===== config.mk =====
export PLATFORM = sky130hd
export DESIGN_NAME = reduction_tree_rr_flat
export DESIGN_NICKNAME = d
export VERILOG_FILES = /design/src/rtl/router_pkg.sv /design/src/rtl/reduction_tree_rr_if.sv /design/src/rtl/rr_arbiter.sv /design/src/rtl/reduction_tree_rr.sv /design/src/flat_wrapper.sv
export SDC_FILE = /design/constraint.sdc
export NUM_CORES = 1
export LEC_CHECK = 0
export ABC_AREA = 1
export CELL_PAD_IN_SITES_DETAIL_PLACEMENT = 1
export CELL_PAD_IN_SITES_GLOBAL_PLACEMENT = 1
export CORE_AREA = 2 2 238 240
export DETAILED_ROUTE_END_ITERATION = 10
export DIE_AREA = 0 0 240 242
export PLACE_DENSITY_LB_ADDON = 0.1
export SLEW_MARGIN = 40
export SYNTH_ARGS = -nofsm -noshare
export SYNTH_HDL_FRONTEND = slang
export SYNTH_SLANG_ARGS = --single-unit

===== constraint.sdc =====
create_clock -name clk -period 6.48 [get_ports clk]
set_input_delay 0.648 -clock clk [delete_from_list [all_inputs] [get_ports clk]]
set_output_delay 0.648 -clock clk [all_outputs]
set_load 0.005 [all_outputs]

===== src/rtl/router_pkg.sv =====
// router_pkg: flit geometry and arbitration-mode encodings shared by the
// collective router's reduction path.
package router_pkg;

  localparam int VALID_BIT_POS = 81;
  localparam int LG_NUMPROCS   = 3;
  localparam int FLIT_W        = VALID_BIT_POS + 1;
  localparam int FLIT_CHILD_W  = FLIT_W + LG_NUMPROCS;

  localparam int ARB_FIXED = 0;
  localparam int ARB_RR    = 1;

  // Adds step to base and folds the result back into [0, modulus).
  // Callers only ever pass base and step below modulus, so one subtraction is enough.
  function automatic int wrap_add(input int base, input int step, input int modulus);
    int sum;
    sum = base + step;
    if (sum >= modulus) begin
      return sum - modulus;
    end else begin
      return sum;
    end
  endfunction

endpackage


===== src/rtl/reduction_tree_rr_if.sv =====
// reduction_tree_rr_if: child-flit request bus plus the registered output
// handshake of the merge stage. The slave modport is the merge stage itself.
interface reduction_tree_rr_if
  import router_pkg::*;
#(
  parameter int FAN_IN = 6,
  parameter int SEL_W  = $clog2(FAN_IN)
);

  logic [FLIT_CHILD_W*FAN_IN-1:0] in_data;
  logic [FAN_IN-1:0]              in_valid;
  logic [FAN_IN-1:0]              in_avail;
  logic [FLIT_CHILD_W-1:0]        out_data;
  logic                           out_valid;
  logic                           out_ready;
  logic [SEL_W-1:0]               grant_idx;

  modport master (
    output in_data, in_valid, out_ready,
    input  in_avail, out_data, out_valid, grant_idx
  );

  modport slave (
    input  in_data, in_valid, out_ready,
    output in_avail, out_data, out_valid, grant_idx
  );

endinterface


===== src/rtl/rr_arbiter.sv =====
// rr_arbiter: picks one requesting port per cycle, either lowest index first
// or round-robin from a rotating pointer. The pointer only moves on a grant.
module rr_arbiter
  import router_pkg::*;
#(
  parameter int FAN_IN   = 6,
  parameter int ARB_MODE = ARB_RR,
  localparam int SEL_W   = $clog2(FAN_IN)
) (
  input  logic              clk,
  input  logic              rst,
  input  logic [FAN_IN-1:0] req,
  input  logic              advance,
  output logic [FAN_IN-1:0] grant_onehot,
  output logic [SEL_W-1:0]  grant_idx
);

  logic [SEL_W-1:0] ptr_q;
  logic [SEL_W-1:0] ptr_d;
  logic [SEL_W-1:0] pick_s;
  logic             found_s;
  int               start_s;
  int               cand_s;

  // Fixed priority is a round-robin search that always starts at port 0.
  assign start_s = (ARB_MODE == ARB_RR) ? int'(ptr_q) : 0;
  assign found_s = |req;

  // Circular scan from start_s; walking backwards lets the nearest requester win.
  always_comb begin
    pick_s = '0;
    cand_s = 0;
    for (int k = FAN_IN - 1; k >= 0; k--) begin
      cand_s = wrap_add(start_s, k, FAN_IN);
      pick_s = req[cand_s] ? SEL_W'(cand_s) : pick_s;
    end
  end

  // A grant is only issued when the output stage can take the flit.
  always_comb begin
    grant_onehot = '0;
    if (advance && found_s) begin
      grant_onehot = FAN_IN'(1) << pick_s;
    end else begin
      grant_onehot = '0;
    end
  end

  assign grant_idx = pick_s;

  // Pointer moves past the granted port; it stays put on idle or stalled cycles.
  always_comb begin
    ptr_d = ptr_q;
    if (advance && found_s) begin
      ptr_d = SEL_W'(wrap_add(int'(pick_s), 1, FAN_IN));
    end else begin
      ptr_d = ptr_q;
    end
  end

  // Pointer register.
  always_ff @(posedge clk) begin
    if (rst) begin
      ptr_q <= '0;
    end else begin
      ptr_q <= ptr_d;
    end
  end

endmodule


===== src/rtl/reduction_tree_rr.sv =====
// reduction_tree_rr: N-input child-flit merge stage. Each cycle one valid
// child flit is popped into a single registered output slot with
// valid/ready backpressure. A pop and a load can happen in the same cycle.
module reduction_tree_rr
  import router_pkg::*;
#(
  parameter int FAN_IN   = 6,
  parameter int ARB_MODE = ARB_RR,
  localparam int SEL_W   = $clog2(FAN_IN)
) (
  input  logic                  clk,
  input  logic                  rst,
  reduction_tree_rr_if.slave    bus
);

  logic [FLIT_CHILD_W-1:0] out_q;
  logic [FLIT_CHILD_W-1:0] out_d;
  logic                    out_valid_q;
  logic                    out_valid_d;
  logic [SEL_W-1:0]        grant_idx_q;
  logic [SEL_W-1:0]        grant_idx_d;

  logic                    can_load_s;
  logic                    advance_s;
  logic                    load_s;
  logic [FAN_IN-1:0]       grant_onehot_s;
  logic [SEL_W-1:0]        grant_sel_s;
  logic [FLIT_CHILD_W-1:0] sel_flit_s;

  // The slot can take a flit when it is empty or being emptied this cycle.
  // Reset masks every grant, so nothing is popped while rst is high.
  assign can_load_s = !out_valid_q || bus.out_ready;
  assign advance_s  = can_load_s && !rst;

  rr_arbiter #(
    .FAN_IN   (FAN_IN),
    .ARB_MODE (ARB_MODE)
  ) u_arb (
    .clk          (clk),
    .rst          (rst),
    .req          (bus.in_valid),
    .advance      (advance_s),
    .grant_onehot (grant_onehot_s),
    .grant_idx    (grant_sel_s)
  );

  assign load_s     = |grant_onehot_s;
  assign sel_flit_s = bus.in_data[int'(grant_sel_s)*FLIT_CHILD_W +: FLIT_CHILD_W];

  // Load a granted flit, otherwise clear the slot when its flit is accepted.
  // Under backpressure the slot holds.
  always_comb begin
    out_d       = out_q;
    out_valid_d = out_valid_q;
    grant_idx_d = grant_idx_q;
    if (load_s) begin
      out_d       = sel_flit_s;
      out_valid_d = 1'b1;
      grant_idx_d = grant_sel_s;
    end else if (out_valid_q && bus.out_ready) begin
      out_d       = '0;
      out_valid_d = 1'b0;
      grant_idx_d = grant_idx_q;
    end else begin
      out_d       = out_q;
      out_valid_d = out_valid_q;
      grant_idx_d = grant_idx_q;
    end
  end

  // Output slot register. Reset discards any flit that is being held.
  always_ff @(posedge clk) begin
    if (rst) begin
      out_q       <= '0;
      out_valid_q <= 1'b0;
      grant_idx_q <= '0;
    end else begin
      out_q       <= out_d;
      out_valid_q <= out_valid_d;
      grant_idx_q <= grant_idx_d;
    end
  end

  assign bus.in_avail  = grant_onehot_s;
  assign bus.out_data  = out_q;
  assign bus.out_valid = out_valid_q;
  assign bus.grant_idx = grant_idx_q;

endmodule


===== src/flat_wrapper.sv =====
// flat-port wrapper written by rule: the top's interface ports become plain ports
module reduction_tree_rr_flat import router_pkg::*;
#(
  parameter int FAN_IN   = 6,
  parameter int ARB_MODE = ARB_RR,
  localparam int SEL_W   = $clog2(FAN_IN)
)
  (clk, rst, bus_in_data, bus_in_valid, bus_out_ready, bus_in_avail, bus_out_data, bus_out_valid, bus_grant_idx);
  reduction_tree_rr_if #(.FAN_IN(FAN_IN)) bus_i ();
  input  logic clk;
  input  logic rst;
  input wire logic [$bits(bus_i.in_data)-1:0] bus_in_data;
  input wire logic [$bits(bus_i.in_valid)-1:0] bus_in_valid;
  input wire logic [$bits(bus_i.out_ready)-1:0] bus_out_ready;
  output wire logic [$bits(bus_i.in_avail)-1:0] bus_in_avail;
  output wire logic [$bits(bus_i.out_data)-1:0] bus_out_data;
  output wire logic [$bits(bus_i.out_valid)-1:0] bus_out_valid;
  output wire logic [$bits(bus_i.grant_idx)-1:0] bus_grant_idx;
  assign bus_i.in_data = bus_in_data;
  assign bus_i.in_valid = bus_in_valid;
  assign bus_i.out_ready = bus_out_ready;
  assign bus_in_avail = bus_i.in_avail;
  assign bus_out_data = bus_i.out_data;
  assign bus_out_valid = bus_i.out_valid;
  assign bus_grant_idx = bus_i.grant_idx;
  reduction_tree_rr #(.FAN_IN(FAN_IN), .ARB_MODE(ARB_MODE)) u_core (.clk(clk), .rst(rst), .bus(bus_i));
endmodule

==> run metrics <==
most frequent cells after synthesis=nand2_1 (756), nand3_1 (452), inv_1 (198); worst reg2reg path depth=29; Synth-to-Final Area Change=65.0%; Mapped Area=10700 sq um; Avg Cell Area, Syn=5.33 sq um; most used cell, CP=nand2_1; Yosys reg bits=92; YS warnings=0; Clk Latency, worst-skew pair=370 ps; r2r setup slk=1150 ps; CP Cell Sequence=buf_4, inv_2, ha_1, inv_1, ha_1, nor2_1, nand2_1, inv_2, nand2_1, nand2_1, nand3_1, nand3_1, nand2_1, inv_2, nand2_1, nand2_1, nand2_1, nand2_2, nand2_8, nand2_8, nand3_1, nor2_1, clkdlybuf4s50_1; Netlist cell types=32; DR vias/cell=4.53; TNS Setup=0 ps; total gr overflow=0; sequential share of the synthesized area=0.173; max_cap viols=0; ys async rst share=0; Final ANT Viol Nets=0; worst min path class=flop to flop; Nets=3006; hold path cells=2; critical path launch point type=flop; initial antenna violation count=19; Pre-Repair DR Iteration Count=5; Slew Viols, Final=0; critical path's largest stage delay=590 ps; CTS resizes=0; Finished Layout Cells=3244; dpl cells=3221; global-route wire length before repair=92700 um; Crit-path slowest cell=clkdlybuf4s50_1; Tmin final=5440 ps; share of the synthesized area in the top cell type=0.266; clock skew=10.4 ps; Setup Fix Bufs, Post-CTS=0; outcome=finished, final reports clean; Ports=614; part of the cycle the worst path needs=0.839; Die ar.=58100 sq um; FMAX=0.184 GHz; Finish-stage setup viols=0; CTS clk-pin slew, worst paths=70 ps; Final Hold Vio Count=0; Starting DRT DRC Count=507; RSZ-0062 raised after global routing=no; worst-path fanout max=78; count leader, synth=nand2_1; total CTS buffers=9; port bufs=613; die height=242 um; CTS Buffer Depth=2; wire per inst=19.0 um; Core Region=55700 sq um; Mapped Nets=2529; kind of critical path=flop to primary output; H-tree levels=3; top cells by area, synth=nand2_1 (27%), nand3_1 (21%), dfxtp_1 (17%), nand3b_1 (12%), inv_1 (7.0%); DRT Wirelength=61600 um; Hold Buf Count CTS=0; Core Rows=87; Post-Synthesis Cells=2000; DR vias=14700; Clock Sinks=92; Slew @ Worst Pin=846 ps; # DRC=0; die width=240 um; GP Congestion=0.850; Yosys top cell by area=nand2_1; Detailed Place HPWL=46400 um; CTS tree=done; WP data arrival=4790 ps; Post-synth EDFFs=0; crit end category=primary output; share of post-route cells with drive strength above 1=0.0250; effective utilization at floorplan=0.191; gr usage total=0.207; Primary FF master, synth=dfxtp_1; vias in the first global route=15300; Slew Limit Headroom=0.436; largest net degree at the start of global routing=168; CTS root buffer=clkbuf_16; CP Data Required Time=5830 ps
critical path, delay by kind of cell (launching register included):
kind / cells / cell delay, ps
adders and majority gates: 2 / 600
buffers and inverters: 6 / 1210
DFF: 1 / 310
and+or+nand+nor: 15 / 2190
registers in the layout, summed over array words and instances, names as in the netlist:
name / count
u_core.bus.out_data: 85
u_core.bus.grant_idx: 3
u_core.u_arb.ptr_q: 3
u_core.bus.out_valid: 1
path summary, 6_finish.rpt:
kind,to,startpoint
setup / recovery,bus_in_avail[0],u_core.u_arb.ptr_q[0]
hold / removal,u_core.bus.grant_idx[2],u_core.bus.grant_idx[2]
hold reg to reg,u_core.bus.grant_idx[2],u_core.bus.grant_idx[2]
setup reg to reg,u_core.bus.out_data[48],u_core.u_arb.ptr_q[0]
metal layers:
metal,routed length (um),track usage,share of wire,vias to the layer above
met5,140,0,0.0023,-
met4,1020,0.0504,0.017,22
met3,4740,0.0642,0.077,58
met2,30500,0.367,0.50,376
met1,25100,0.239,0.41,6885
li1,-,-,-,7355
through the flow:
step	util	hold WS (ps)	worst slack, ps	instance area (sq um)
after floorplan	-	452	2740	10700
after global placement	0.309	453	1170	17200
after detailed placement	0.310	461	1140	17300
after CTS	0.315	472	967	17500
after global routing	0.315	509	569	17600
final	0.315	468	1040	17600
placed cells by master (no fill, tap or decap), types with 2 or more instances in the layout:
cell / Yosys / layout
nand3_4: 1 / 2
nand2_8: 0 / 4
clkbuf_1: 86 / 3
clkinv_1: 2 / 2
clkbuf_16: 0 / 9
buf_4: 3 / 14
o21ai_1: 7 / 7
clkdlybuf4s50_1: 0 / 612
dfxtp_1: 92 / 92
a21oi_4: 0 / 2
nor2_1: 17 / 17
buf_6: 5 / 3
diode_2: 0 / 6
clkbuf_8: 0 / 3
nand4_1: 3 / 3
inv_2: 10 / 8
nand2_1: 756 / 755
a21oi_1: 93 / 93
buf_12: 0 / 2
ha_1: 10 / 10
o21ai_2: 2 / 2
nand3b_1: 170 / 170
nand2_2: 6 / 3
inv_1: 198 / 198
nand3_1: 452 / 452
area by class of cell:
cell class | instances | area, sq um
timing repair buffer | 632 | 6330
inverter | 210 | 796
tap | 756 | 946
clock buffer | 15 | 278
clock inverter | 1 | 5.00
antenna | 6 | 15.0
multi-input combinational | 1532 | 7360
sequential | 92 | 1840
fill | 7146 | 38200
logic make-up (layout without fill, tap and decap cells):
group,Yosys count,in the layout,synth area share
AND/OR/NAND/NOR,1413,1413,0.618
flip-flops,92,92,0.173
other,0,6,0
buffers and inverters,376,858,0.143
adder cells (fa/ha/maj),10,10,0.0117
AO/OA/AOI/OAI,109,109,0.0537
Power is not shown: default switching activity piles up to over one toggle a cycle in this logic, so the estimate is an artifact.
